**src/rtl/ocx_tlx_xmt_framer_if.sv**
```systemverilog
// ocx_tlx_xmt_framer_if
//   Groups the TLX transmit-queue handshakes and the DLX flit interface of the
//   transmit framer.
//   slave  : the framer side (takes packets/data, drives flits to the DLX).
//   master : the traffic source / DLX side.
//   Signals:
//     xmt_rsp_*     56-bit response packet + data-flit count (valid/ready)
//     xmt_credit_*  56-bit credit-return packet (valid/ready)
//     xmt_data_*    512-bit data flit + bad-data indicator (valid/ready)
//     dlx_tlx_flit_credit      one-cycle flit credit return from the DLX
//     tlx_dlx_flit_valid/flit  registered flit to the DLX
//     tlx_dlx_credit_overflow  sticky credit overflow flag
interface ocx_tlx_xmt_framer_if;
  logic         xmt_rsp_valid;
  logic [55:0]  xmt_rsp_info;
  logic [1:0]   xmt_rsp_dlen;
  logic         xmt_rsp_ready;
  logic         xmt_credit_v;
  logic [55:0]  xmt_credit_info;
  logic         xmt_credit_ready;
  logic         xmt_data_valid;
  logic [511:0] xmt_data_bus;
  logic         xmt_data_bdi;
  logic         xmt_data_ready;
  logic         dlx_tlx_flit_credit;
  logic         tlx_dlx_flit_valid;
  logic [511:0] tlx_dlx_flit;
  logic         tlx_dlx_credit_overflow;

  modport slave (
    input  xmt_rsp_valid, xmt_rsp_info, xmt_rsp_dlen,
    output xmt_rsp_ready,
    input  xmt_credit_v, xmt_credit_info,
    output xmt_credit_ready,
    input  xmt_data_valid, xmt_data_bus, xmt_data_bdi,
    output xmt_data_ready,
    input  dlx_tlx_flit_credit,
    output tlx_dlx_flit_valid, tlx_dlx_flit, tlx_dlx_credit_overflow
  );

  modport master (
    output xmt_rsp_valid, xmt_rsp_info, xmt_rsp_dlen,
    input  xmt_rsp_ready,
    output xmt_credit_v, xmt_credit_info,
    input  xmt_credit_ready,
    output xmt_data_valid, xmt_data_bus, xmt_data_bdi,
    input  xmt_data_ready,
    output dlx_tlx_flit_credit,
    input  tlx_dlx_flit_valid, tlx_dlx_flit, tlx_dlx_credit_overflow
  );
endinterface

```
**src/rtl/ocx_tlx_xmt_framer.sv**
```systemverilog
// ocx_tlx_xmt_framer
//   Transmit-side TL framer. Packs up to MAX_SLOTS response packets (plus an
//   optional credit-return packet) into a 512-bit control flit, then forwards
//   the data flits owed by those packets, all under DLX flit-credit control.
//   Ports:
//     tlx_clk  clock
//     reset_n  asynchronous active-low reset
//     bus      ocx_tlx_xmt_framer_if.slave (packet, data and DLX flit signals)
module ocx_tlx_xmt_framer #(
  parameter int MAX_SLOTS    = 4,
  parameter int MAX_RUN      = 8,
  parameter int FILL_TIMEOUT = 16,
  parameter int CREDIT_MAX   = 15
) (
  input  logic                   tlx_clk,
  input  logic                   reset_n,
  ocx_tlx_xmt_framer_if.slave    bus
);

  localparam int SCNT_W = $clog2(MAX_SLOTS + 1);
  localparam int SIDX_W = (MAX_SLOTS > 1) ? $clog2(MAX_SLOTS) : 1;
  localparam int TMR_W  = $clog2(FILL_TIMEOUT + 1);
  localparam logic [SCNT_W-1:0] SLOTS_L = SCNT_W'(MAX_SLOTS);
  localparam logic [4:0]        RUN_L   = 5'(MAX_RUN);
  localparam logic [TMR_W-1:0]  TMR_L   = TMR_W'(FILL_TIMEOUT);
  localparam logic [3:0]        CRED_L  = 4'(CREDIT_MAX);

  typedef enum logic [1:0] {ST_IDLE, ST_FILL, ST_SEND_CTL, ST_SEND_DATA} state_t;

  state_t              r_state, w_state_nxt;
  logic [SCNT_W-1:0]   r_slots;
  logic [55:0]         r_slot [MAX_SLOTS];
  logic [3:0]          r_run, r_dcnt, r_credit;
  logic [TMR_W-1:0]    r_timer;
  logic [7:0]          r_bdi;
  logic                r_overflow, r_flit_valid;
  logic [511:0]        r_flit;

  logic [1:0]   w_dlen;
  logic         w_slot_free, w_run_ok;
  logic         w_rsp_rdy, w_data_rdy, w_rsp_acc, w_ctl_send, w_data_acc, w_send;
  logic [511:0] w_ctl_flit;

  assign w_dlen      = (bus.xmt_rsp_dlen == 2'd3) ? 2'd2 : bus.xmt_rsp_dlen;
  assign w_slot_free = r_slots < SLOTS_L;
  assign w_run_ok    = ({1'b0, r_run} + {3'b000, w_dlen}) <= RUN_L;
  assign w_send      = w_ctl_send | w_data_acc;

  always_comb begin
    w_state_nxt = r_state;
    w_rsp_rdy   = 1'b0;
    w_data_rdy  = 1'b0;
    w_rsp_acc   = 1'b0;
    w_ctl_send  = 1'b0;
    w_data_acc  = 1'b0;
    case (r_state)
      ST_IDLE: begin
        w_rsp_rdy = 1'b1;
        if (bus.xmt_rsp_valid) begin
          w_rsp_acc   = 1'b1;
          w_state_nxt = ST_FILL;
        end else if (bus.xmt_credit_v) begin
          w_state_nxt = ST_SEND_CTL;
        end
      end
      ST_FILL: begin
        w_rsp_rdy = w_slot_free & w_run_ok;
        if (bus.xmt_rsp_valid && w_rsp_rdy) begin
          w_rsp_acc = 1'b1;
          if (r_slots + SCNT_W'(1) == SLOTS_L) w_state_nxt = ST_SEND_CTL;
        end else if (!w_slot_free || bus.xmt_rsp_valid || r_timer == TMR_L) begin
          // a valid packet reaching here was refused by the run-length limit
          w_state_nxt = ST_SEND_CTL;
        end
      end
      ST_SEND_CTL: begin
        if (r_credit != 4'd0) begin
          w_ctl_send  = 1'b1;
          w_state_nxt = (r_run != 4'd0) ? ST_SEND_DATA : ST_IDLE;
        end
      end
      ST_SEND_DATA: begin
        w_data_rdy = (r_credit != 4'd0);
        if (bus.xmt_data_valid && w_data_rdy) begin
          w_data_acc = 1'b1;
          if (r_dcnt + 4'd1 == r_run) w_state_nxt = ST_IDLE;
        end
      end
      default: w_state_nxt = ST_IDLE;
    endcase
  end

  // Control flit image; unfilled slots and unused fields stay zero.
  always_comb begin
    w_ctl_flit = '0;
    for (int k = 0; k < MAX_SLOTS; k++) begin
      if (SCNT_W'(k) < r_slots) begin
        w_ctl_flit[56*k +: 56] = r_slot[k];
        w_ctl_flit[448+k]      = 1'b1;
      end
    end
    if (bus.xmt_credit_v) begin
      w_ctl_flit[279:224] = bus.xmt_credit_info;
      w_ctl_flit[452]     = 1'b1;
    end
    w_ctl_flit[459:456] = r_run;
    w_ctl_flit[467:460] = r_bdi;
    w_ctl_flit[473:468] = 6'h01;
  end

  // Ready is forced low while reset is held so every output reads 0 in reset.
  assign bus.xmt_rsp_ready           = reset_n & w_rsp_rdy;
  assign bus.xmt_data_ready          = w_data_rdy;
  assign bus.xmt_credit_ready        = w_ctl_send & bus.xmt_credit_v;
  assign bus.tlx_dlx_flit_valid      = r_flit_valid;
  assign bus.tlx_dlx_flit            = r_flit;
  assign bus.tlx_dlx_credit_overflow = r_overflow;

  always_ff @(posedge tlx_clk) begin
    if (w_rsp_acc) r_slot[r_slots[SIDX_W-1:0]] <= bus.xmt_rsp_info;
  end

  always_ff @(posedge tlx_clk or negedge reset_n) begin
    if (!reset_n) begin
      r_state      <= ST_IDLE;
      r_slots      <= '0;
      r_run        <= '0;
      r_dcnt       <= '0;
      r_timer      <= '0;
      r_bdi        <= '0;
      r_credit     <= '0;
      r_overflow   <= 1'b0;
      r_flit_valid <= 1'b0;
      r_flit       <= '0;
    end else begin
      r_state      <= w_state_nxt;
      r_flit_valid <= w_send;
      if (w_ctl_send)      r_flit <= w_ctl_flit;
      else if (w_data_acc) r_flit <= bus.xmt_data_bus;

      if (w_rsp_acc) begin
        r_slots <= r_slots + SCNT_W'(1);
        r_run   <= r_run + {2'b00, w_dlen};
      end else if (w_ctl_send) begin
        r_slots <= '0;
      end

      if (w_rsp_acc || w_ctl_send) r_timer <= '0;
      else if (r_state == ST_FILL) r_timer <= r_timer + TMR_W'(1);

      // The BDI gathered during a run rides in the next control flit, which
      // also clears it for the run that follows.
      if (w_ctl_send) begin
        r_bdi  <= '0;
        r_dcnt <= '0;
      end else if (w_data_acc) begin
        if (!r_dcnt[3]) r_bdi[r_dcnt[2:0]] <= bus.xmt_data_bdi;
        if (r_dcnt + 4'd1 == r_run) begin
          r_dcnt <= '0;
          r_run  <= '0;
        end else begin
          r_dcnt <= r_dcnt + 4'd1;
        end
      end

      // A returned credit and a sent flit in the same cycle cancel out.
      if (bus.dlx_tlx_flit_credit && !w_send) begin
        if (r_credit == CRED_L) r_overflow <= 1'b1;
        else                    r_credit   <= r_credit + 4'd1;
      end else if (w_send && !bus.dlx_tlx_flit_credit) begin
        r_credit <= r_credit - 4'd1;
      end
    end
  end

endmodule

```
**src/flat_wrapper.sv**
```systemverilog
// flat-port wrapper written by rule: the top's interface ports become plain ports
module ocx_tlx_xmt_framer_flat 
#(
  parameter int MAX_SLOTS    = 4,
  parameter int MAX_RUN      = 8,
  parameter int FILL_TIMEOUT = 16,
  parameter int CREDIT_MAX   = 15
)
  (tlx_clk, reset_n, bus_xmt_rsp_valid, bus_xmt_rsp_info, bus_xmt_rsp_dlen, bus_xmt_rsp_ready, bus_xmt_credit_v, bus_xmt_credit_info, bus_xmt_credit_ready, bus_xmt_data_valid, bus_xmt_data_bus, bus_xmt_data_bdi, bus_xmt_data_ready, bus_dlx_tlx_flit_credit, bus_tlx_dlx_flit_valid, bus_tlx_dlx_flit, bus_tlx_dlx_credit_overflow);
  ocx_tlx_xmt_framer_if bus_i ();
  input  logic tlx_clk;
  input  logic reset_n;
  input wire logic [$bits(bus_i.xmt_rsp_valid)-1:0] bus_xmt_rsp_valid;
  input wire logic [$bits(bus_i.xmt_rsp_info)-1:0] bus_xmt_rsp_info;
  input wire logic [$bits(bus_i.xmt_rsp_dlen)-1:0] bus_xmt_rsp_dlen;
  output wire logic [$bits(bus_i.xmt_rsp_ready)-1:0] bus_xmt_rsp_ready;
  input wire logic [$bits(bus_i.xmt_credit_v)-1:0] bus_xmt_credit_v;
  input wire logic [$bits(bus_i.xmt_credit_info)-1:0] bus_xmt_credit_info;
  output wire logic [$bits(bus_i.xmt_credit_ready)-1:0] bus_xmt_credit_ready;
  input wire logic [$bits(bus_i.xmt_data_valid)-1:0] bus_xmt_data_valid;
  input wire logic [$bits(bus_i.xmt_data_bus)-1:0] bus_xmt_data_bus;
  input wire logic [$bits(bus_i.xmt_data_bdi)-1:0] bus_xmt_data_bdi;
  output wire logic [$bits(bus_i.xmt_data_ready)-1:0] bus_xmt_data_ready;
  input wire logic [$bits(bus_i.dlx_tlx_flit_credit)-1:0] bus_dlx_tlx_flit_credit;
  output wire logic [$bits(bus_i.tlx_dlx_flit_valid)-1:0] bus_tlx_dlx_flit_valid;
  output wire logic [$bits(bus_i.tlx_dlx_flit)-1:0] bus_tlx_dlx_flit;
  output wire logic [$bits(bus_i.tlx_dlx_credit_overflow)-1:0] bus_tlx_dlx_credit_overflow;
  assign bus_i.xmt_rsp_valid = bus_xmt_rsp_valid;
  assign bus_i.xmt_rsp_info = bus_xmt_rsp_info;
  assign bus_i.xmt_rsp_dlen = bus_xmt_rsp_dlen;
  assign bus_xmt_rsp_ready = bus_i.xmt_rsp_ready;
  assign bus_i.xmt_credit_v = bus_xmt_credit_v;
  assign bus_i.xmt_credit_info = bus_xmt_credit_info;
  assign bus_xmt_credit_ready = bus_i.xmt_credit_ready;
  assign bus_i.xmt_data_valid = bus_xmt_data_valid;
  assign bus_i.xmt_data_bus = bus_xmt_data_bus;
  assign bus_i.xmt_data_bdi = bus_xmt_data_bdi;
  assign bus_xmt_data_ready = bus_i.xmt_data_ready;
  assign bus_i.dlx_tlx_flit_credit = bus_dlx_tlx_flit_credit;
  assign bus_tlx_dlx_flit_valid = bus_i.tlx_dlx_flit_valid;
  assign bus_tlx_dlx_flit = bus_i.tlx_dlx_flit;
  assign bus_tlx_dlx_credit_overflow = bus_i.tlx_dlx_credit_overflow;
  ocx_tlx_xmt_framer #(.MAX_SLOTS(MAX_SLOTS), .MAX_RUN(MAX_RUN), .FILL_TIMEOUT(FILL_TIMEOUT), .CREDIT_MAX(CREDIT_MAX)) u_core (.tlx_clk(tlx_clk), .reset_n(reset_n), .bus(bus_i));
endmodule
```
**config.mk**
```make
export PLATFORM = sky130hd
export DESIGN_NAME = ocx_tlx_xmt_framer_flat
export DESIGN_NICKNAME = d
export VERILOG_FILES = /design/src/rtl/ocx_tlx_xmt_framer_if.sv /design/src/rtl/ocx_tlx_xmt_framer.sv /design/src/flat_wrapper.sv
export SDC_FILE = /design/constraint.sdc
export NUM_CORES = 1
export LEC_CHECK = 0
export ABC_AREA = 1
export CORE_AREA = 2 2 442 444
export CTS_CLUSTER_DIAMETER = 120
export DETAILED_ROUTE_END_ITERATION = 10
export DIE_AREA = 0 0 444 446
export PLACE_DENSITY = 0.32
export SYNTH_ARGS = -nofsm -noshare
export SYNTH_HDL_FRONTEND = slang
export SYNTH_SLANG_ARGS = --single-unit
```
**constraint.sdc**
```tcl
create_clock -name tlx_clk -period 13.85 [get_ports tlx_clk]
set_clock_uncertainty 0.15 [all_clocks]
set_input_delay 2.77 -clock tlx_clk [delete_from_list [all_inputs] [get_ports tlx_clk]]
set_output_delay 2.77 -clock tlx_clk [all_outputs]
set_load 0.005 [all_outputs]
```
==> metrics.yaml, run 1 <==
worst_setup_path:
  critPathRequiredTime_ns: 10.93
  crit_chain: "clkdlybuf4s50_1 -> nor2_1 -> ha_1 -> inv_1 -> fa_1 -> inv_1 -> nor2_1 -> nand3_1 -> nand3_1 -> nand3_1 -> a21boi_0 -> clkdlybuf4s50_1"
  crit_buf_inv: 4
  start_kind: "input pin"
  path_class: "input pin to primary output"
  rr_worst_depth: 10
  worst_path_most_repeated_cell: "nand3_1"
  critical-path-slowest-cell: "clkdlybuf4s50_1"
  crit_cells: 12
  cp.arrival_ns: 5.25
  cp_max_fo: 3
  crit_family: "buffers and inverters"
  end_kind: "primary output"
  critical-path-max-stage-delay_ns: 0.57
power:
  p_per_area_mw_per_mm2: 219
  total_power_mw: 10.3
  p_leak_nw: 18.2
  peakVddDrop_mv: 0.0941
routing:
  drt-pass1-iter-count: 5
  viasPerCell: 3.95
  dr_wl_met3_um: 11100
  drc: 0
  drt_iter0_markers: 1429
  via_count: 24844
  drt.antenna.violating_nets: 0
  wirelength_um: 161000
  highest_layer: "met5"
  met2_length_um: 83000
  drt-met1-wl_um: 62900
  avgRoutedWirePerCell_um: 25.6
placed_design:
  place.gp.congestion: 0.785
  io_buffers: 1149
  hpwl_um: 117000
  dpl-instance-area_mm2: 0.0437
  place_inst: 6081
synth:
  ys_warn_count: 0
  yosysMostFrequentCell: "dfrtp_1"
  syn_nets: 3185
  synthTopCellsByCount: "dfrtp_1 (544), nand2_1 (373), o21ai_0 (291)"
  synth.cell_area_mm2: 0.0294
  syn_inst: 2538
  synth_edf_count: 224
  ys_seq_elements: 768
  avgSynthCellArea_um2: 11.6
  synthTopCellsByArea: "dfrtp_1 (46%), edfxtp_1 (23%), a22o_1 (6.4%), o21ai_0 (4.9%), nand2_1 (4.8%)"
  netlist.area_leader.share_pct: 46.2
  synth_cell_type_count: 37
  ys.flop_type: "dfrtp_1"
  yosysSeqAreaShare_pct: 69.1
  synth_largest_area_cell: "dfrtp_1"
  async_reset_ff_share_pct: 70.8
floorplanning:
  fp.dieH_um: 446
  core_mm2: 0.194
  rows: 162
  initial_utilization_pct: 15.2
  fp.dieArea_mm2: 0.198
  io_pins: 1150
  fp.dieW_um: 444
finish:
  layout.nets: 4286
  layout.cells.non_filler: 6283
  drive_above_1_share_pct: 5.67
  fillerInstances: 20596
  stdcell_area_mm2: 0.0471
  syn2layout_area_growth_pct: 60.1
run:
  cap_violations: 0
grt:
  grt_pass1_vias: 25717
  grt_pass1_wl_um: 219000
  grt_max_degree: 133
  antenna_found_initial: 72
  overflow: 0
  grtUsageTotal_pct: 15.7
clock_tree:
  cts-root-buf: "clkbuf_16"
  cts_setup_buffers: 0
  cts_tree: "built"
  post_cts_resized: 0
  cts_buffers: 98
  clock_sinks: 768
  clk_path_buf_depth: 3
  cts_hold_buf: 0
  clkLatencyLatePin_ns: 0.74
  cts_htree_levels: 3
  path_clk_slew_ns: 0.06
sta:
  setup_viol: 0
  finalHoldViolCount: 0
  layout_min_cycle_time_ns: 8.17
  fin_crit_sh_pct: 59.0
  rsz0062_at_grt: "false"
  worst_slew_pin_slew_ns: 1.05
  slew_violations: 0
  relSlewSlack_pct: 29.9
  clock.fmax_mhz: 122
  fin_tns_setup_ns: 0
outcome:
  status: "complete, no violations"
hold_path:
  worstHoldPathType: "flop to flop"
  hold_path_depth: 2
-- stage by stage --
step	util, %	hold slack [ns]	setup slack (ns)
finish	24.4	0.327	5.68
global route	24.4	0.357	5.47
CTS	24.3	0.333	5.64
detailed placement	22.6	0.318	5.64
global placement	22.6	0.314	5.61
floorplan	-	0.309	4.98
-- registers in the layout, indices dropped and copies added, names as in the netlist --
signal,flops
u_core.bus.tlx_dlx_flit,512
u_core.r_slot,224
u_core.r_bdi,8
u_core.r_timer,5
u_core.r_credit,4
u_core.r_dcnt,4
u_core.r_run,4
u_core.r_slots,3
u_core.r_state,2
u_core.bus.tlx_dlx_credit_overflow,1
u_core.bus.tlx_dlx_flit_valid,1
-- where the power goes --
group	internal [mW]	leakage (nW)	switching, mW
sequential	3.11	8.84	0.466
combinational	1.87	7.75	2.15
clock	1.61	1.65	1.11
total	6.60	18.2	3.72
-- cell usage in the layout, fill, tap and decap left out, drive strengths merged, types with 5 or more instances in the layout --
master and n:
clkdlybuf4s50 1148, dfrtp 544, nand2 375, o21ai 300, nor2 267, a21oi 242
edfxtp 224, a22o 214, clkbuf 136, a22oi 61, inv 51, buf 33
clkinv 32, nand3 31, diode 19, ha 12, bufinv 10, nand4 9
a31oi 7, a21boi 5
-- cell families after synthesis --
group,after synthesis,share of synthesized area (%)
DFF,768,69.1
adders and majority gates,14,0.646
buffers and inverters,230,3.42
xor gates and xnor gates,4,0.119
AOI/OAI and AO/OA,835,17.6
and+or+nand+nor,687,9.16
-- per-layer routing --
| layer | up-vias | GRT usage (%) |
|---|---|---|
| li1 | 11198 | - |
| met1 | 12471 | 17.9 |
| met2 | 904 | 27.9 |
| met3 | 235 | 4.97 |
| met4 | 36 | 4.39 |
| met5 | - | 0 |
-- path summary, 6_finish.rpt --
path                       slack [ns]                         start                           end
setup reg to reg                 8.75            u_core.r_credit[0]            u_core.r_credit[3]
hold reg to reg                  0.33  u_core.bus.tlx_dlx_flit[458]  u_core.bus.tlx_dlx_flit[458]
hold / removal                   0.33  u_core.bus.tlx_dlx_flit[458]  u_core.bus.tlx_dlx_flit[458]
min in group asynchronous        1.80                       reset_n   u_core.bus.tlx_dlx_flit[89]
setup / recovery                 5.68           bus_xmt_rsp_dlen[1]             bus_xmt_rsp_ready
max in group asynchronous        9.78                       reset_n  u_core.bus.tlx_dlx_flit[489]
-- worst reg2reg max path, cell delays in order, from the launching register on --
cell and delay [ns]:
dfrtp_1 0.46, nor2_2 0.20, nand3_2 0.21, nand3_4 0.62
nand2_8 0.52, inv_8 0.62, buf_4 0.82, buf_4 0.89
nand3_1 0.29, nand4_1 0.15, nand2_1 0.05
-- area by class of cell --
type                       count  area, µm²  area share, %
sequential                   768      20300           43.1
timing repair buffer        1181      11800           25.0
multi-input combinational   1540       8210           17.4
tap                         2542       3180           6.75
clock buffer                 136       2830           6.00
clock inverter                47        554           1.18
inverter                      50        203          0.430
antenna                       19       47.5          0.101
Note: power is estimated with default switching activity, not from simulation.
==> run 2, diff against run 1 <==
--- a/config.mk
+++ b/config.mk
@@ -6,10 +6,10 @@
 export NUM_CORES = 1
 export LEC_CHECK = 0
 export ABC_AREA = 1
-export CORE_AREA = 2 2 442 444
+export CORE_AREA = 2 2 452 454
 export CTS_CLUSTER_DIAMETER = 120
 export DETAILED_ROUTE_END_ITERATION = 10
-export DIE_AREA = 0 0 444 446
+export DIE_AREA = 0 0 454 456
 export PLACE_DENSITY = 0.32
 export SYNTH_ARGS = -nofsm -noshare
 export SYNTH_HDL_FRONTEND = slang
==> constraint.sdc (replaced) <==
create_clock -name tlx_clk -period 7.1 [get_ports tlx_clk]
set_clock_uncertainty 0.15 [all_clocks]
set_input_delay 1.42 -clock tlx_clk [delete_from_list [all_inputs] [get_ports tlx_clk]]
set_output_delay 1.42 -clock tlx_clk [all_outputs]
set_load 0.005 [all_outputs]
==> run 2 against run 1 <==
Hold slack improved by 0.0021 ns. Critical path depth rose by 1. Worst setup slack got worse by 4.1 ns. Final area rose by 0.79%. Register-to-register slack got worse by 5.5 ns. Global-route usage fell by 0.72 points. Total power rose by 96%. Critical endpoint unchanged. Largest cell class unchanged.
==> metrics.yaml, run 2 (synthesized netlist as in run 1, its figures left out) <==
outcome:
  status: "complete, no violations"
clock_tree:
  cts_buffers: 103  # +5.1%
  cts-root-buf: "clkbuf_16"
  clkLatencyLatePin_ns: 0.74  # about the same
  clock_sinks: 768  # unchanged
  post_cts_resized: 0  # unchanged
  clk_path_buf_depth: 3  # unchanged
  cts_htree_levels: 3  # unchanged
  cts_tree: "built"
  path_clk_slew_ns: 0.05  # about the same
  cts_hold_buf: 0  # unchanged
  cts_setup_buffers: 0  # unchanged
grt:
  grt_pass1_vias: 25932  # +0.84%
  overflow: 0  # unchanged
  grt_pass1_wl_um: 219000  # about the same
  grt.met2_usage_pct: 27.1  # -0.81 points
  top_usage_layer: "met2"
  grt_max_degree: 142  # +6.8%
  antenna_found_initial: 48  # -33%
  met1_usage_pct: 16.2  # -1.7 points
  grtUsageMet3_pct: 4.73  # -0.24 points
  grtUsageTotal_pct: 14.9  # -0.72 points
sta:
  slew_violations: 0  # unchanged
  fin_tns_setup_ns: 0  # unchanged
  holdWs_ns: 0.329  # +0.00211 ns
  setup_viol: 0  # unchanged
  finalHoldViolCount: 0  # unchanged
  rsz0062_at_grt: "false"
  relSlewSlack_pct: 27.6  # -2.3 points
  layout_min_cycle_time_ns: 5.49
  fin_crit_sh_pct: 77.3
  clock.fmax_mhz: 182
  worst_slew_pin_slew_ns: 1.09  # +0.0339 ns
routing:
  drt-pass1-iter-count: 5  # unchanged
  via_count: 24667  # -0.71%
  drt_iter0_markers: 1611  # +13%
  wirelength_um: 160000  # -0.36%
  drc: 0  # unchanged
  viasPerCell: 3.84  # -3.0%
  avgRoutedWirePerCell_um: 24.9  # -2.6%
  drt.antenna.violating_nets: 0  # unchanged
power:
  p_switching_mw: 7.36  # +98%
  p_clk_share_pct: 26.4  # about the same
  p_int_mw: 12.9  # +96%
  p_seq_share_pct: 34.3  # -0.4 points
  peakVddDrop_mv: 0.244  # +160%
  p_leak_nw: 18.3  # +0.59%
  p_per_area_mw_per_mm2: 427  # +95%
  p_sw_share_pct: 36.3  # +0.29 points
  combinationalPowerShare_pct: 39.3  # +0.3 points
worst_setup_path:
  end_kind: "primary output"
  cp.arrival_ns: 3.92  # -1.33 ns
  critPathRequiredTime_ns: 5.53  # -5.40 ns
  crit_buf_inv: 5  # +1
  start_kind: "input pin"
  critical-path-slowest-cell: "clkdlybuf4s50_1"
  crit_family: "buffers and inverters"
  crit_chain: "clkdlybuf4s50_1 -> inv_1 -> nor2_1 -> ha_1 -> inv_1 -> fa_1 -> inv_1 -> nor2_1 -> nand3_1 -> nand3_1 -> nand3_1 -> a21boi_0 -> clkdlybuf4s50_1"
  cp_max_fo: 3  # unchanged
  path_class: "input pin to primary output"
  critical-path-max-stage-delay_ns: 0.57  # about the same
floorplanning:
  io_pins: 1150  # unchanged
  core_mm2: 0.202  # +4.2%
  fp.dieH_um: 456  # +2.2%
  initial_utilization_pct: 14.6  # -0.61 points
  fp.dieW_um: 454  # +2.3%
  fp.dieArea_mm2: 0.207  # +4.5%
  rows: 165  # +1.9%
finish:
  drive_above_1_share_pct: 5.86  # +0.19 points
  largest_register_ffs: 512  # unchanged
  syn2layout_area_growth_pct: 61.4
  layout.cells.non_filler: 6430  # +2.3%
  layout.cells.most_common: "clkdlybuf4s50_1"
  final_cell_mix: "clkdlybuf4s50_1 (1148), dfrtp_1 (544), nand2_1 (373)"
  layout.nets: 4298  # +0.28%
placed_design:
  place_inst: 6218  # +2.3%
  io_buffers: 1149  # unchanged
  place.gp.congestion: 0.776  # -1.2%
  hpwl_um: 117000  # -0.51%
hold_path:
  worstHoldPathType: "flop to flop"
run:
  cap_violations: 0  # unchanged
## run 2: layer usage
metal,up-vias,routed length (µm)
met4,34,4310
met2,838,83900
met1,12333,59700
li1,11238,-
met3,224,12200
met5,-,208
## run 2: path summary, 6_finish.rpt
| kind | from | slack [ns] | cells past startpoint | endpoint |
|---|---|---|---|---|
| max in group asynchronous | reset_n | 4.16 | 4 | u_core.bus.tlx_dlx_flit[75] |
| min in group asynchronous | reset_n | 0.39 | 1 | u_core.bus.tlx_dlx_flit[369] |
| max reg2reg | u_core.r_credit[0] | 3.26 | 7 | u_core.bus.tlx_dlx_flit[284] |
| min | u_core.bus.tlx_dlx_flit[466] | 0.33 | 2 | u_core.bus.tlx_dlx_flit[466] |
| min reg2reg | u_core.bus.tlx_dlx_flit[466] | 0.33 | 2 | u_core.bus.tlx_dlx_flit[466] |
| max | bus_xmt_rsp_dlen[0] | 1.61 | 13 | bus_xmt_rsp_ready |
## run 2: area by class of cell
| type | count | area, µm² |
|---|---|---|
| Inverter | 50 | 203 |
| Clock inverter | 41 | 465 |
| Clock buffer | 153 | 2970 |
| Sequential cell | 768 | 20300 |
| Multi-Input combinational cell | 1540 | 8210 |
| Fill cell | 21603 | 154000 |
| Tap cell | 2672 | 3340 |
| Antenna cell | 18 | 45.0 |
| Timing Repair Buffer | 1188 | 11900 |
## run 2: worst register-to-register path: stages, from the launching register on
cell	delay, ns
dfrtp_1	0.45
nor2_2	0.16
nand3_2	0.20
nand2_8	0.50
nand2_8	0.57
inv_8	0.80
buf_4	0.72
a22o_1	0.21
## run 2: power groups by stage
stage | clock, mW | sequential [mW] | combinational (mW)
finish | 5.35 | 6.95 | 7.97
global route | 5.75 | 7.14 | 8.77
CTS | 5.60 | 6.97 | 8.23
detailed placement | 0 | 7.02 | 8.20
global placement | 0 | 7.03 | 8.20
floorplan | 0 | 6.94 | 3.25
## run 2: through the flow
step / utilization (%) / worst slack, ns / area, µm² / power [mW]
after floorplan: - / -0.419 / 29400 / 10.2
after global placement: 21.8 / 1.46 / 44000 / 15.2
after detailed placement: 21.8 / 1.60 / 44000 / 15.2
after CTS: 23.5 / 1.58 / 47500 / 20.8
after global routing: 23.6 / 1.40 / 47500 / 21.7
final: 23.6 / 1.61 / 47500 / 20.3
==> run 3, diff against run 2 <==
==> constraint.sdc (replaced) <==
create_clock -name tlx_clk -period 4.93 [get_ports tlx_clk]
set_clock_uncertainty 0.15 [all_clocks]
set_input_delay 0.986 -clock tlx_clk [delete_from_list [all_inputs] [get_ports tlx_clk]]
set_output_delay 0.986 -clock tlx_clk [all_outputs]
set_load 0.005 [all_outputs]
==> run 3 against run 2 <==
Flip-flop and latch count unchanged. Critical endpoint unchanged. First-iteration DRC count is 8.3% lower. Highest routed layer unchanged. Via count grew 0.39%. Clock power up 44%. Combinational power increased by 46%. Count of clock-buffer cells in the layout is 1 higher.
==> metrics.yaml, run 3 (synthesized netlist as in run 1, its figures left out) <==
clock_tree:
  cts_tree: "built"
  cts_hold_buf: 1  # +1
  clk_path_buf_depth: 3  # unchanged
  post_cts_resized: 0  # unchanged
  cts_htree_levels: 3  # unchanged
  clkLatencyLatePin_ns: 0.73  # about the same
  cts_setup_buffers: 0  # unchanged
  path_clk_slew_ns: 0.05  # about the same
  clock_sinks: 768  # unchanged
  cts_buffers: 102  # -0.97%
  cts-root-buf: "clkbuf_16"
worst_setup_path:
  start_kind: "input pin"
  regToRegEndpoint: "u_core.bus.tlx_dlx_flit[345]"
  critPathRequiredTime_ns: 3.79  # -1.74 ns
  critical-path-max-stage-delay_ns: 0.57  # about the same
  crit_buf_inv: 5  # unchanged
  cp_max_fo: 3  # unchanged
  crit_cells: 13  # unchanged
  r2r_start: "u_core.r_credit[0]"
  critical-path-slowest-cell: "clkdlybuf4s50_1"
  path_class: "input pin to primary output"
  crit_chain: "clkdlybuf4s50_1 -> inv_1 -> nor2_1 -> ha_1 -> inv_1 -> fa_1 -> inv_1 -> nor2_1 -> nand3_1 -> nand3_1 -> nand3_1 -> a21boi_0 -> clkdlybuf4s50_1"
  end_kind: "primary output"
  cp.arrival_ns: 3.47  # -0.45 ns
  ff2ff_setup_slack_ns: 1.57  # -1.69 ns
  rr_worst_depth: 7  # unchanged
  crit_family: "buffers and inverters"
power:
  p_per_area_mw_per_mm2: 612  # +43%
  p_clk_share_pct: 26.4  # about the same
  p_int_mw: 18.8  # +45%
  combinationalPowerShare_pct: 39.5  # +0.2 points
  peakVddDrop_mv: 0.265  # +8.3%
  p_leak_nw: 18.5  # +0.87%
  total_power_mw: 29.3  # +44%
  p_switching_mw: 10.5  # +43%
  p_seq_share_pct: 34.1  # -0.2 points
  p_sw_share_pct: 35.9  # -0.38 points
routing:
  drt.antenna.violating_nets: 0  # unchanged
  wirelength_um: 160000  # -0.46%
  avgRoutedWirePerCell_um: 24.7  # -0.86%
  drt-pass1-iter-count: 6  # +1
  drt_iter0_markers: 1478  # -8.3%
  via_count: 24764  # +0.39%
  viasPerCell: 3.84  # about the same
  drc: 0  # unchanged
outcome:
  status: "complete, no violations"
finish:
  syn2layout_area_growth_pct: 62.5
  largest_register_ffs: 512  # unchanged
  drive_above_1_share_pct: 6.43  # +0.58 points
  layout.nets: 4323  # +0.58%
  final_cell_mix: "clkdlybuf4s50_1 (1148), dfrtp_1 (544), nand2_1 (373)"
  stdcell_area_mm2: 0.0479  # +0.72%
  layout.cells.most_common: "clkdlybuf4s50_1"
  post-route-util_pct: 23.7  # +0.17 points
grt:
  grt_pass1_vias: 25948  # +0.062%
  grt_pass1_wl_um: 219000  # about the same
  grtUsageTotal_pct: 14.9  # about the same
  antenna_found_initial: 75  # +56%
  grt_max_degree: 131  # -7.7%
  overflow: 0  # unchanged
placed_design:
  place.gp.congestion: 0.792  # +2.0%
  dpl-instance-area_mm2: 0.0444  # +0.71%
  hpwl_um: 117000  # +0.17%
  io_buffers: 1149  # unchanged
  pre_cts_slack_ns: 0.303  # -1.29 ns
floorplanning:
  fp.dieW_um: 454  # unchanged
  fp.dieArea_mm2: 0.207  # unchanged
  fp.dieH_um: 456  # unchanged
  rows: 165  # unchanged
  initial_utilization_pct: 14.6  # unchanged
  io_pins: 1150  # unchanged
  core_mm2: 0.202  # unchanged
sta:
  worst_slew_pin_slew_ns: 0.968  # -0.118 ns
  fin_crit_sh_pct: 93.5
  fin_ws_ns: 0.320  # -1.29 ns
  holdWs_ns: 0.329  # -0.000458 ns
  slew_violations: 0  # unchanged
  relSlewSlack_pct: 35.5  # +7.9 points
  setup_viol: 0  # unchanged
  rsz0062_at_grt: "false"
  layout_min_cycle_time_ns: 4.61
  finalHoldViolCount: 0  # unchanged
  clock.fmax_mhz: 217
hold_path:
  worstHoldPathType: "flop to flop"
  hold_path_depth: 2  # unchanged
  hp-start: "u_core.bus.tlx_dlx_flit[459]"
  holdPathEnd: "u_core.bus.tlx_dlx_flit[459]"
run:
  cap_violations: 0  # unchanged
==> run 3: tightest hold or removal path, delay by kind of cell (launching register included) <==
kind | cells | cell delay (ns)
simple gates | 2 | 0.10
flops | 1 | 0.34
==> run 3: power groups by stage <==
stage	clock network, mW	logic [mW]	registers [mW]
floorplan	0	4.68	9.98
global placement	0	11.9	10.1
detailed placement	0	11.9	10.1
CTS	8.05	12.0	10.0
global route	8.31	12.8	10.2
finish	7.72	11.6	9.99
==> run 3: worst max path at each step <==
stage / end / from
final: bus_xmt_rsp_ready / bus_xmt_rsp_dlen[0]
after floorplan: u_core.r_slot[3][0] / bus_xmt_rsp_dlen[0]
after CTS: bus_xmt_rsp_ready / bus_xmt_rsp_dlen[0]
after global placement: bus_xmt_rsp_ready / bus_xmt_rsp_dlen[0]
after global routing: bus_xmt_rsp_ready / bus_xmt_rsp_dlen[0]
after detailed placement: bus_xmt_rsp_ready / bus_xmt_rsp_dlen[0]
==> run 3: per-stage QoR <==
step                instances  setup TNS (ns)
detailed placement       6243               0
global route             6450               0
global placement         6243               0
finish                   6456               0
CTS                      6434               0
floorplan                2538         -145.27
==> run 3: cell type report <==
cell class	instances	area (µm²)
Fill cell	21546	154000
Sequential cell	768	20300
Timing Repair Buffer	1214	12300
Multi-Input combinational cell	1540	8210
Tap cell	2672	3340
Clock buffer	154	2980
Clock inverter	36	460
Inverter	50	203
Antenna cell	22	55.1
==> run 3: routing by layer <==
| metal | vias up | part of all wire [%] | track usage, % |
|---|---|---|---|
| met5 | - | 0.19 | 0 |
| met4 | 46 | 2.8 | 5.34 |
| met3 | 267 | 7.8 | 4.92 |
| met2 | 915 | 52 | 26.7 |
| met1 | 12250 | 37 | 16.3 |
| li1 | 11286 | - | - |
